## config.mk

```make
export PLATFORM = sky130hd
export DESIGN_NAME = multicycle_ctrl_flat
export DESIGN_NICKNAME = d
export VERILOG_FILES = /design/src/rtl/multicycle_ctrl_if.sv /design/src/rtl/multicycle_ctrl.sv /design/src/flat_wrapper.sv
export SDC_FILE = /design/constraint.sdc
export NUM_CORES = 1
export LEC_CHECK = 0
export CAP_MARGIN = 20
export CORE_UTILIZATION = 52
export DETAILED_ROUTE_END_ITERATION = 6
export DONT_BUFFER_PORTS = 1
export PLACE_DENSITY = 0.65
export SKIP_LAST_GASP = 1
export SLEW_MARGIN = 20
export SYNTH_ARGS = -nofsm -noshare
export SYNTH_HDL_FRONTEND = slang
export SYNTH_SLANG_ARGS = --single-unit
```

## constraint.sdc

```tcl
create_clock -name clk -period 2.7 [get_ports clk]
set_input_delay 0.27 -clock clk [delete_from_list [all_inputs] [get_ports clk]]
set_output_delay 0.27 -clock clk [all_outputs]
set_load 0.02 [all_outputs]
```

## src/rtl/multicycle_ctrl_if.sv

```systemverilog
// Shared instruction/data memory port between the multi-cycle controller and memory.
// The controller is the master: it raises mem_req and memory answers with mem_ready.
interface multicycle_ctrl_if;
    logic mem_req;
    logic mem_we;
    logic mem_iord;
    logic mem_ready;

    modport master (output mem_req, output mem_we, output mem_iord, input mem_ready);
    modport slave  (input mem_req, input mem_we, input mem_iord, output mem_ready);
endinterface

```

## src/rtl/multicycle_ctrl.sv

```systemverilog
// Multi-cycle control FSM for the MIPS-subset datapath.
// Each instruction is sequenced over one shared memory port; the strobes are decoded from state, Op and Funct.
//
// state  | meaning
// FETCH  | read instruction at PC, load IR and PC+4 on mem_ready
// DECODE | classify Op/Funct; illegal encodings retire as a nop
// EXEC   | ALU op, address calculation, or branch/jump resolution
// MEM    | data access at ALUOut; sw retires here
// WB     | ALU / lui result written to the register file
// MEMWB  | load data written to rt
module multicycle_ctrl #(
    parameter int ST_W = 3
) (
    input  logic            clk,
    input  logic            reset,
    input  logic [5:0]      Op,
    input  logic [5:0]      Funct,
    input  logic            zero,
    multicycle_ctrl_if.master mem,
    output logic            IRWrite,
    output logic            PCWrite,
    output logic [1:0]      PCControl,
    output logic            ALUAsrc,
    output logic [1:0]      ALUBsrc,
    output logic [2:0]      ALUControl,
    output logic [1:0]      RegDst,
    output logic [1:0]      MemtoReg,
    output logic            RegWrite,
    output logic            instr_done,
    output logic [ST_W-1:0] state
);

    typedef enum logic [2:0] {
        S_FETCH  = 3'd0,
        S_DECODE = 3'd1,
        S_EXEC   = 3'd2,
        S_MEM    = 3'd3,
        S_WB     = 3'd4,
        S_MEMWB  = 3'd5
    } state_t;

    localparam logic [5:0] OP_RTYPE = 6'b000000;
    localparam logic [5:0] OP_SLTIU = 6'b001011;
    localparam logic [5:0] OP_ORI   = 6'b001101;
    localparam logic [5:0] OP_LW    = 6'b100011;
    localparam logic [5:0] OP_SW    = 6'b101011;
    localparam logic [5:0] OP_BEQ   = 6'b000100;
    localparam logic [5:0] OP_LUI   = 6'b001111;
    localparam logic [5:0] OP_JAL   = 6'b000011;

    localparam logic [5:0] FN_ADDU  = 6'b100001;
    localparam logic [5:0] FN_SUBU  = 6'b100011;
    localparam logic [5:0] FN_JR    = 6'b001000;
    localparam logic [5:0] FN_SLL   = 6'b000000;

    state_t state_q;

    logic is_r, is_addu, is_subu, is_sll, is_jr;
    logic is_ori, is_sltiu, is_lw, is_sw, is_beq, is_lui, is_jal;
    logic is_alu, legal;

    always_comb begin
        is_r     = (Op == OP_RTYPE);
        is_addu  = is_r && (Funct == FN_ADDU);
        is_subu  = is_r && (Funct == FN_SUBU);
        is_sll   = is_r && (Funct == FN_SLL);
        is_jr    = is_r && (Funct == FN_JR);
        is_ori   = (Op == OP_ORI);
        is_sltiu = (Op == OP_SLTIU);
        is_lw    = (Op == OP_LW);
        is_sw    = (Op == OP_SW);
        is_beq   = (Op == OP_BEQ);
        is_lui   = (Op == OP_LUI);
        is_jal   = (Op == OP_JAL);
        is_alu   = is_addu || is_subu || is_sll || is_ori || is_sltiu;
        legal    = is_alu || is_jr || is_lw || is_sw || is_beq || is_lui || is_jal;
    end

    always_ff @(posedge clk) begin
        if (reset) begin
            state_q <= S_FETCH;
        end else begin
            case (state_q)
                S_FETCH:  if (mem.mem_ready) state_q <= S_DECODE;
                S_DECODE: begin
                    if (!legal)      state_q <= S_FETCH;
                    else if (is_lui) state_q <= S_WB;
                    else             state_q <= S_EXEC;
                end
                S_EXEC: begin
                    if (is_lw || is_sw) state_q <= S_MEM;
                    else if (is_alu)    state_q <= S_WB;
                    else                state_q <= S_FETCH;
                end
                S_MEM: begin
                    if (mem.mem_ready) state_q <= is_lw ? S_MEMWB : S_FETCH;
                end
                default:  state_q <= S_FETCH;
            endcase
        end
    end

    // Outputs are gated by reset so an in-flight access or write is abandoned in the same cycle.
    always_comb begin
        mem.mem_req  = 1'b0;
        mem.mem_we   = 1'b0;
        mem.mem_iord = 1'b0;
        IRWrite      = 1'b0;
        PCWrite      = 1'b0;
        PCControl    = 2'd0;
        ALUAsrc      = 1'b0;
        ALUBsrc      = 2'd0;
        ALUControl   = 3'd0;
        RegDst       = 2'd0;
        MemtoReg     = 2'd0;
        RegWrite     = 1'b0;
        instr_done   = 1'b0;
        state        = '0;
        if (!reset) begin
            state = ST_W'(state_q);
            case (state_q)
                S_FETCH: begin
                    mem.mem_req = 1'b1;
                    IRWrite     = mem.mem_ready;
                    PCWrite     = mem.mem_ready;
                end
                S_DECODE: instr_done = !legal;
                S_EXEC: begin
                    if (is_addu) ALUControl = 3'd2;
                    if (is_subu) ALUControl = 3'd3;
                    if (is_sll) begin
                        ALUControl = 3'd4;
                        ALUAsrc    = 1'b1;
                    end
                    if (is_ori) begin
                        ALUControl = 3'd1;
                        ALUBsrc    = 2'd2;
                    end
                    if (is_sltiu) begin
                        ALUControl = 3'd6;
                        ALUBsrc    = 2'd1;
                    end
                    if (is_lw || is_sw) begin
                        ALUControl = 3'd2;
                        ALUBsrc    = 2'd1;
                    end
                    if (is_beq) begin
                        ALUControl = 3'd3;
                        PCWrite    = zero;
                        PCControl  = 2'd1;
                        instr_done = 1'b1;
                    end
                    if (is_jr) begin
                        PCWrite    = 1'b1;
                        PCControl  = 2'd2;
                        instr_done = 1'b1;
                    end
                    if (is_jal) begin
                        RegWrite   = 1'b1;
                        RegDst     = 2'd2;
                        MemtoReg   = 2'd3;
                        PCWrite    = 1'b1;
                        PCControl  = 2'd3;
                        instr_done = 1'b1;
                    end
                end
                S_MEM: begin
                    mem.mem_req  = 1'b1;
                    mem.mem_iord = 1'b1;
                    mem.mem_we   = is_sw;
                    instr_done   = is_sw && mem.mem_ready;
                end
                S_WB: begin
                    RegWrite   = 1'b1;
                    instr_done = 1'b1;
                    RegDst     = is_r ? 2'd1 : 2'd0;
                    MemtoReg   = is_lui ? 2'd2 : 2'd0;
                end
                S_MEMWB: begin
                    RegWrite   = 1'b1;
                    MemtoReg   = 2'd1;
                    instr_done = 1'b1;
                end
                default: ;
            endcase
        end
    end

endmodule

```

## src/flat_wrapper.sv

```systemverilog
// flat-port wrapper written by rule: the top's interface ports become plain ports
module multicycle_ctrl_flat 
#(
    parameter int ST_W = 3
)
  (clk, reset, Op, Funct, zero, IRWrite, PCWrite, PCControl, ALUAsrc, ALUBsrc, ALUControl, RegDst, MemtoReg, RegWrite, instr_done, state, mem_mem_req, mem_mem_we, mem_mem_iord, mem_mem_ready);
  multicycle_ctrl_if mem_i ();
  input  logic clk;
  input  logic reset;
  input  logic [5:0] Op;
  input  logic [5:0] Funct;
  input  logic zero;
  output logic IRWrite;
  output logic PCWrite;
  output logic [1:0] PCControl;
  output logic ALUAsrc;
  output logic [1:0] ALUBsrc;
  output logic [2:0] ALUControl;
  output logic [1:0] RegDst;
  output logic [1:0] MemtoReg;
  output logic RegWrite;
  output logic instr_done;
  output logic [ST_W-1:0] state;
  output wire logic [$bits(mem_i.mem_req)-1:0] mem_mem_req;
  output wire logic [$bits(mem_i.mem_we)-1:0] mem_mem_we;
  output wire logic [$bits(mem_i.mem_iord)-1:0] mem_mem_iord;
  input wire logic [$bits(mem_i.mem_ready)-1:0] mem_mem_ready;
  assign mem_mem_req = mem_i.mem_req;
  assign mem_mem_we = mem_i.mem_we;
  assign mem_mem_iord = mem_i.mem_iord;
  assign mem_i.mem_ready = mem_mem_ready;
  multicycle_ctrl #(.ST_W(ST_W)) u_core (.clk(clk), .reset(reset), .Op(Op), .Funct(Funct), .zero(zero), .mem(mem_i), .IRWrite(IRWrite), .PCWrite(PCWrite), .PCControl(PCControl), .ALUAsrc(ALUAsrc), .ALUBsrc(ALUBsrc), .ALUControl(ALUControl), .RegDst(RegDst), .MemtoReg(MemtoReg), .RegWrite(RegWrite), .instr_done(instr_done), .state(state));
endmodule
```

* Word level (Yosys, flattened, before mapping)
Index checks and enable logic that the tools add are counted.
Word-level totals: register bits 3, bits of input ports 16, output and inout port bits 22, latch bits 0, memories 0, RAM bits 0, bits in read-only memories 0, word-level logic and storage cells 101
Cells by class: multipliers 0, eq/ne operators 17, bitwise gates (word level) 0, order comparisons 0, shift operators 0, muxes and demuxes 60, add/subtract/negate cells 0, reductions and logical operators 23, div/mod/pow operators 0
Operators with widths (count):
- 2-to-1 mux 3 bit | 15
- 2-to-1 mux 2 bit | 16
- == test 6 x 4 -> 1 bit (second input constant) | 4
- == test 6 bit (second input constant) | 4
- 2-to-1 mux 1 bit | 23
- logical NOT 6 bit | 2
- one-hot mux 3 bit (4 select lines) | 1
- logical OR 1 bit | 11
- == test 3 x 2 -> 1 bit (second input constant) | 2
- == test 3 bit (second input constant) | 2
- == test 6 x 2 -> 1 bit (second input constant) | 1
- == test 6 x 3 -> 1 bit (second input constant) | 1
- one-hot mux 2 bit (3 select lines) | 1
- logical AND 1 bit | 5
- inequality test 2 bit (second input constant) | 2
- one-hot mux 1 bit (2 select lines) | 2
- one-hot mux 1 bit (4 select lines) | 1
- one-hot mux 2 bit (2 select lines) | 1
- OR reduction 2 bit | 2
- == test 3 x 1 -> 1 bit (second input constant) | 1
- logical NOT 3 bit | 1
- AND reduction 2 bit | 1
- logical NOT 1 bit | 1

* Longest topological paths before layout
depth in word-level cells 15, mapped depth 7, gate-level depth less buffers 5

* Worst setup path before layout
Ideal clock, no wire load.
path type input to output, start point in Op[1], end point out ALUControl[2], arrival time 2620 ps, stages on the path 6, path slack -190 ps, buffers on the path 1, data required time 2430 ps, cells stage by stage clkbuf_2 > or3_1 > or4_4 > nor2_1 > nand2_1 > a2111oi_0
Between the ends: cells in the longest elaborated chain, start to end 9, elaborated cells between the ends (all ways) 15, classes of those cells eq/ne: 5; mux: 7; reduce/logical: 3
RTL lines:
- from (decl) | RTL line flat_wrapper.sv:10 | input logic [5:0] Op;
- logical NOT 6 bit | RTL line multicycle_ctrl.sv:63 | is_r = (Op == OP_RTYPE);
- logical AND 1 bit | RTL line multicycle_ctrl.sv:66 | is_sll = is_r && (Funct == FN_SLL);
- 2-to-1 mux 3 bit | RTL line multicycle_ctrl.sv:131 | if (is_sll) begin
- 2-to-1 mux 3 bit | RTL line multicycle_ctrl.sv:135 | if (is_ori) begin
- 2-to-1 mux 3 bit | RTL line multicycle_ctrl.sv:139 | if (is_sltiu) begin
- 2-to-1 mux 3 bit | RTL line multicycle_ctrl.sv:143 | if (is_lw || is_sw) begin
- 2-to-1 mux 3 bit * | RTL line multicycle_ctrl.sv:147 | if (is_beq) begin
- 2-to-1 mux 3 bit * | RTL line multicycle_ctrl.sv:121 | case (state_q)
- 2-to-1 mux 3 bit * | RTL line multicycle_ctrl.sv:119 | if (!reset) begin
- to (decl) | RTL line flat_wrapper.sv:18 | output logic [2:0] ALUControl;
Every way passes the cells marked *; elsewhere a longest branch is shown, timed or not.

* Final worst setup path
start point in Op[4], end point out ALUControl[2]
The elaborated chain is that of the path after synthesis.

==> impl_results.md <==
- Status: finished clean
- Dominant register cell in the synthesized netlist: sky130_fd_sc_hd__dfxtp_1
- Final-layout setup total negative slack: 0 ps
- Post-route DRC: 0
- Number of cells in the finished layout apart from fillers: 125
- Flop and latch count out of synthesis: 3
- RD Place Congestion: 0.843
- Met1 Use GR: 0.384
- Core box area: roughly 1200 um2
- Class of the tightest hold or removal check: in -> reg
- Number of port buffers: 0
- Global route hottest layer: met2
- Synth Area per Inst: between 6 and 7 um2
- Leakage Power: approximately 0.24 nW
- Required time at the worst-slack endpoint: 2430 ps
- Final setup violation count: 0
- Total power: 0.171 mW
- Clock tree from TritonCTS: done
- Clock tree root driver cell: sky130_fd_sc_hd__clkbuf_4
- Cell count of the worst reg-to-reg path: 4
- Iteration count of the initial detailed-routing pass: 4
- Most frequent cells after synthesis: sky130_fd_sc_hd__nor2_1 (16), sky130_fd_sc_hd__nand2_1 (9), sky130_fd_sc_hd__a21oi_1 (8), sky130_fd_sc_hd__nor3_1 (8)
- Placed wire-length estimate after detailed placement: 1410 um
- Overflow left after global routing: 0
- FILL cells: 120
- Final clock period utilization by the worst path: 0.866
- Count of cells resized by post-cts repair: 0
- Area of the mapped netlist: 679 um2
- Setup Skew: about 0.085 ps
- Worst Setup SP: Op[4]
- Vias in the first global route: 633
- DIE WIDTH: about 38 um
- Pwr Density: 235 nW/um2
- Worst hold margin: 106 ps
- Vias after detailed routing: 793
- Final layout net count: 128
- Total placed cells including tap cells: 121
- Layout overhead on the synthesized area: 7.00%
- Worst Path Max Fanout: 7
- Cts-stage hold buffer count: 0
- Average via count per standard cell: approximately 6.3
- Largest registers: u_core.state_q: 3 flops
- Fraction of final layout cells with drive strength greater than 1: 0.162
- Worst path arrival time: between 2000 and 2500 ps
- Fin area: between 700 and 800 um2
- Setup crit end kind: output port
- Yosys top cell area share: 0.0884
- Number of violations of the max-capacitance limit: 0
- Register ranked first by flip-flop count: u_core.state_q
- Maximum number of pins on one net before global-route repair: 14
- Total nets after synthesis: 125
- Sink count of the clock tree: 3
- Placed Area: 701 um2
- Cell taking the most area after synthesis: sky130_fd_sc_hd__dfxtp_1
- Leading cell type by number of instances after synthesis: sky130_fd_sc_hd__nor2_1
- Setup crit end: ALUControl[2]
- Met3 capacity usage during global routing: 0.0756
- Die Area: roughly 1500 um2
- Worst VDD drop: around 0.16 mV
- Detail Route Antenna Nets: 0
- Crit path launch type: input pin
- Proportion of register bits with asynchronous set or reset after synthesis: 0
- RSZ-0062 raised after global routing: no
- Detailed-route wire length per cell: 14.6 um
- Post-route minimum period: around 2300 ps
- Count of final max-slew check failures: 0
- Drt first-iter violations: 12
- Top cells by area in the synthesized netlist: sky130_fd_sc_hd__dfxtp_1 (8.8%), sky130_fd_sc_hd__nor2_1 (8.8%), sky130_fd_sc_hd__a21oi_1 (5.9%)
- Number of buffers on the longest clock path: 2
- Flop2flop setup slack: 830 ps
- Clock edge transition at the registers on the reported setup and hold paths: 40 ps
- Number of buffers created by CTS: 3
- Fin. Hold Viols: 0
- Std cell rows: 12
- Overall Global Routing Usage: 0.262
- Critical R2R Launch: u_core.state_q[2]$_SDFFE_PP0P_
- Htree depth: 1
- Sequential fraction of the synthesis area: 0.0884
- Setup CP Type: in -> out
- Chip height: 38.1 um
- Post-Route WL: 1820 um
- Global-route wire length before repair: 2720 um
- Synth Warn #: 0
- Worst skew pair latency: 240 ps
- Initial antenna violation count: 0
- Synthesized instance count: ~110
- Global-route met2 utilization: 0.398
- Number of setup buffers added after CTS: 0
- ANT cells: 0
- Number of distinct library cells after synthesis: 42
- Effective utilization at floorplan: 0.588
- Total I/O pin count: 38
- Number of enable flip-flop cells after synthesis: 0
- Measured slew at the worst slew-check pin: 686 ps
- Worst R2R End: u_core.state_q[2]$_SDFFE_PP0P_
- Relative slew slack: 0.539
- Max reg flops: 3
- FMAX: 428 MHz
cells in the final DEF, fill, tap and decap left out, drive strengths merged:
master,netlist,layout
o22ai,2,2
a21o,1,1
nor4,4,4
a22o,1,1
mux2,1,1
nor3b,1,1
nand2,9,9
a311oi,1,1
nand2b,3,3
xor2,1,1
nor2,16,16
xnor2,1,1
a2bb2oi,2,2
nand3,4,4
mux2i,1,1
a31oi,3,3
buf,3,7
nand3b,1,1
o32a,1,1
o31ai,1,1
o21a,1,1
o211ai,1,1
a2111oi,2,2
nor3,8,8
dfxtp,3,3
nand4b,1,1
nand4,2,2
or4,1,1
or3,4,4
nor2b,3,3
nor4b,1,1
a21oi,8,8
inv,5,5
clkbuf,6,4
or2,3,3
o41ai,1,1
o21ai,2,2
power by group:
part	switching [mW]	internal, mW
sequential	0.00320	0.0456
clock	0.0262	0.0556
combinational	0.0239	0.0167
per-layer routing:
| layer | wire length, um | up-vias |
|---|---|---|
| met5 | 0 | - |
| met4 | 0 | 0 |
| met3 | 164 | 0 |
| met2 | 748 | 35 |
| met1 | 910 | 348 |
| li1 | - | 410 |
metrics by stage:
step	setup WS [ps]	util
floorplan	53.8	-
global placement	395	0.606
detailed placement	374	0.606
CTS	354	0.629
global route	270	0.629
finish	362	0.629
final cells by class:
type                            count  area (um2)  share of cell area
Clock buffer                        4        26.3              0.0361
Timing Repair Buffer                7        52.6              0.0723
Tap cell                           14        17.5              0.0241
Multi-Input combinational cell     92         552               0.759
Sequential cell                     3        60.1              0.0826
Inverter                            5        18.8              0.0258
cells by family after synthesis:
| logic type | Yosys count | share of synthesized area |
|---|---|---|
| compound gates | 27 | 0.278 |
| xor+xnor | 2 | 0.0258 |
| buf+inv | 14 | 0.101 |
| flops | 3 | 0.0884 |
| mux | 2 | 0.0313 |
| simple gates | 61 | 0.475 |
critical path: stages:
cell and delay (ps):
sky130_fd_sc_hd__or3_4 380, sky130_fd_sc_hd__or4_4 530, sky130_fd_sc_hd__nor2_1 190, sky130_fd_sc_hd__nand2_1 100, sky130_fd_sc_hd__a2111oi_1 390, sky130_fd_sc_hd__buf_4 210
worst min path at each step:
stage,from,end,cells after the start
after global routing,reset,u_core.state_q[2]$_SDFFE_PP0P_,1
after global placement,reset,u_core.state_q[2]$_SDFFE_PP0P_,1
after floorplan,mem_mem_ready,u_core.state_q[2]$_SDFFE_PP0P_,2
after detailed placement,reset,u_core.state_q[2]$_SDFFE_PP0P_,1
after CTS,reset,u_core.state_q[2]$_SDFFE_PP0P_,1
final,reset,u_core.state_q[2]$_SDFFE_PP0P_,1
(Power assumes the default switching activity.)
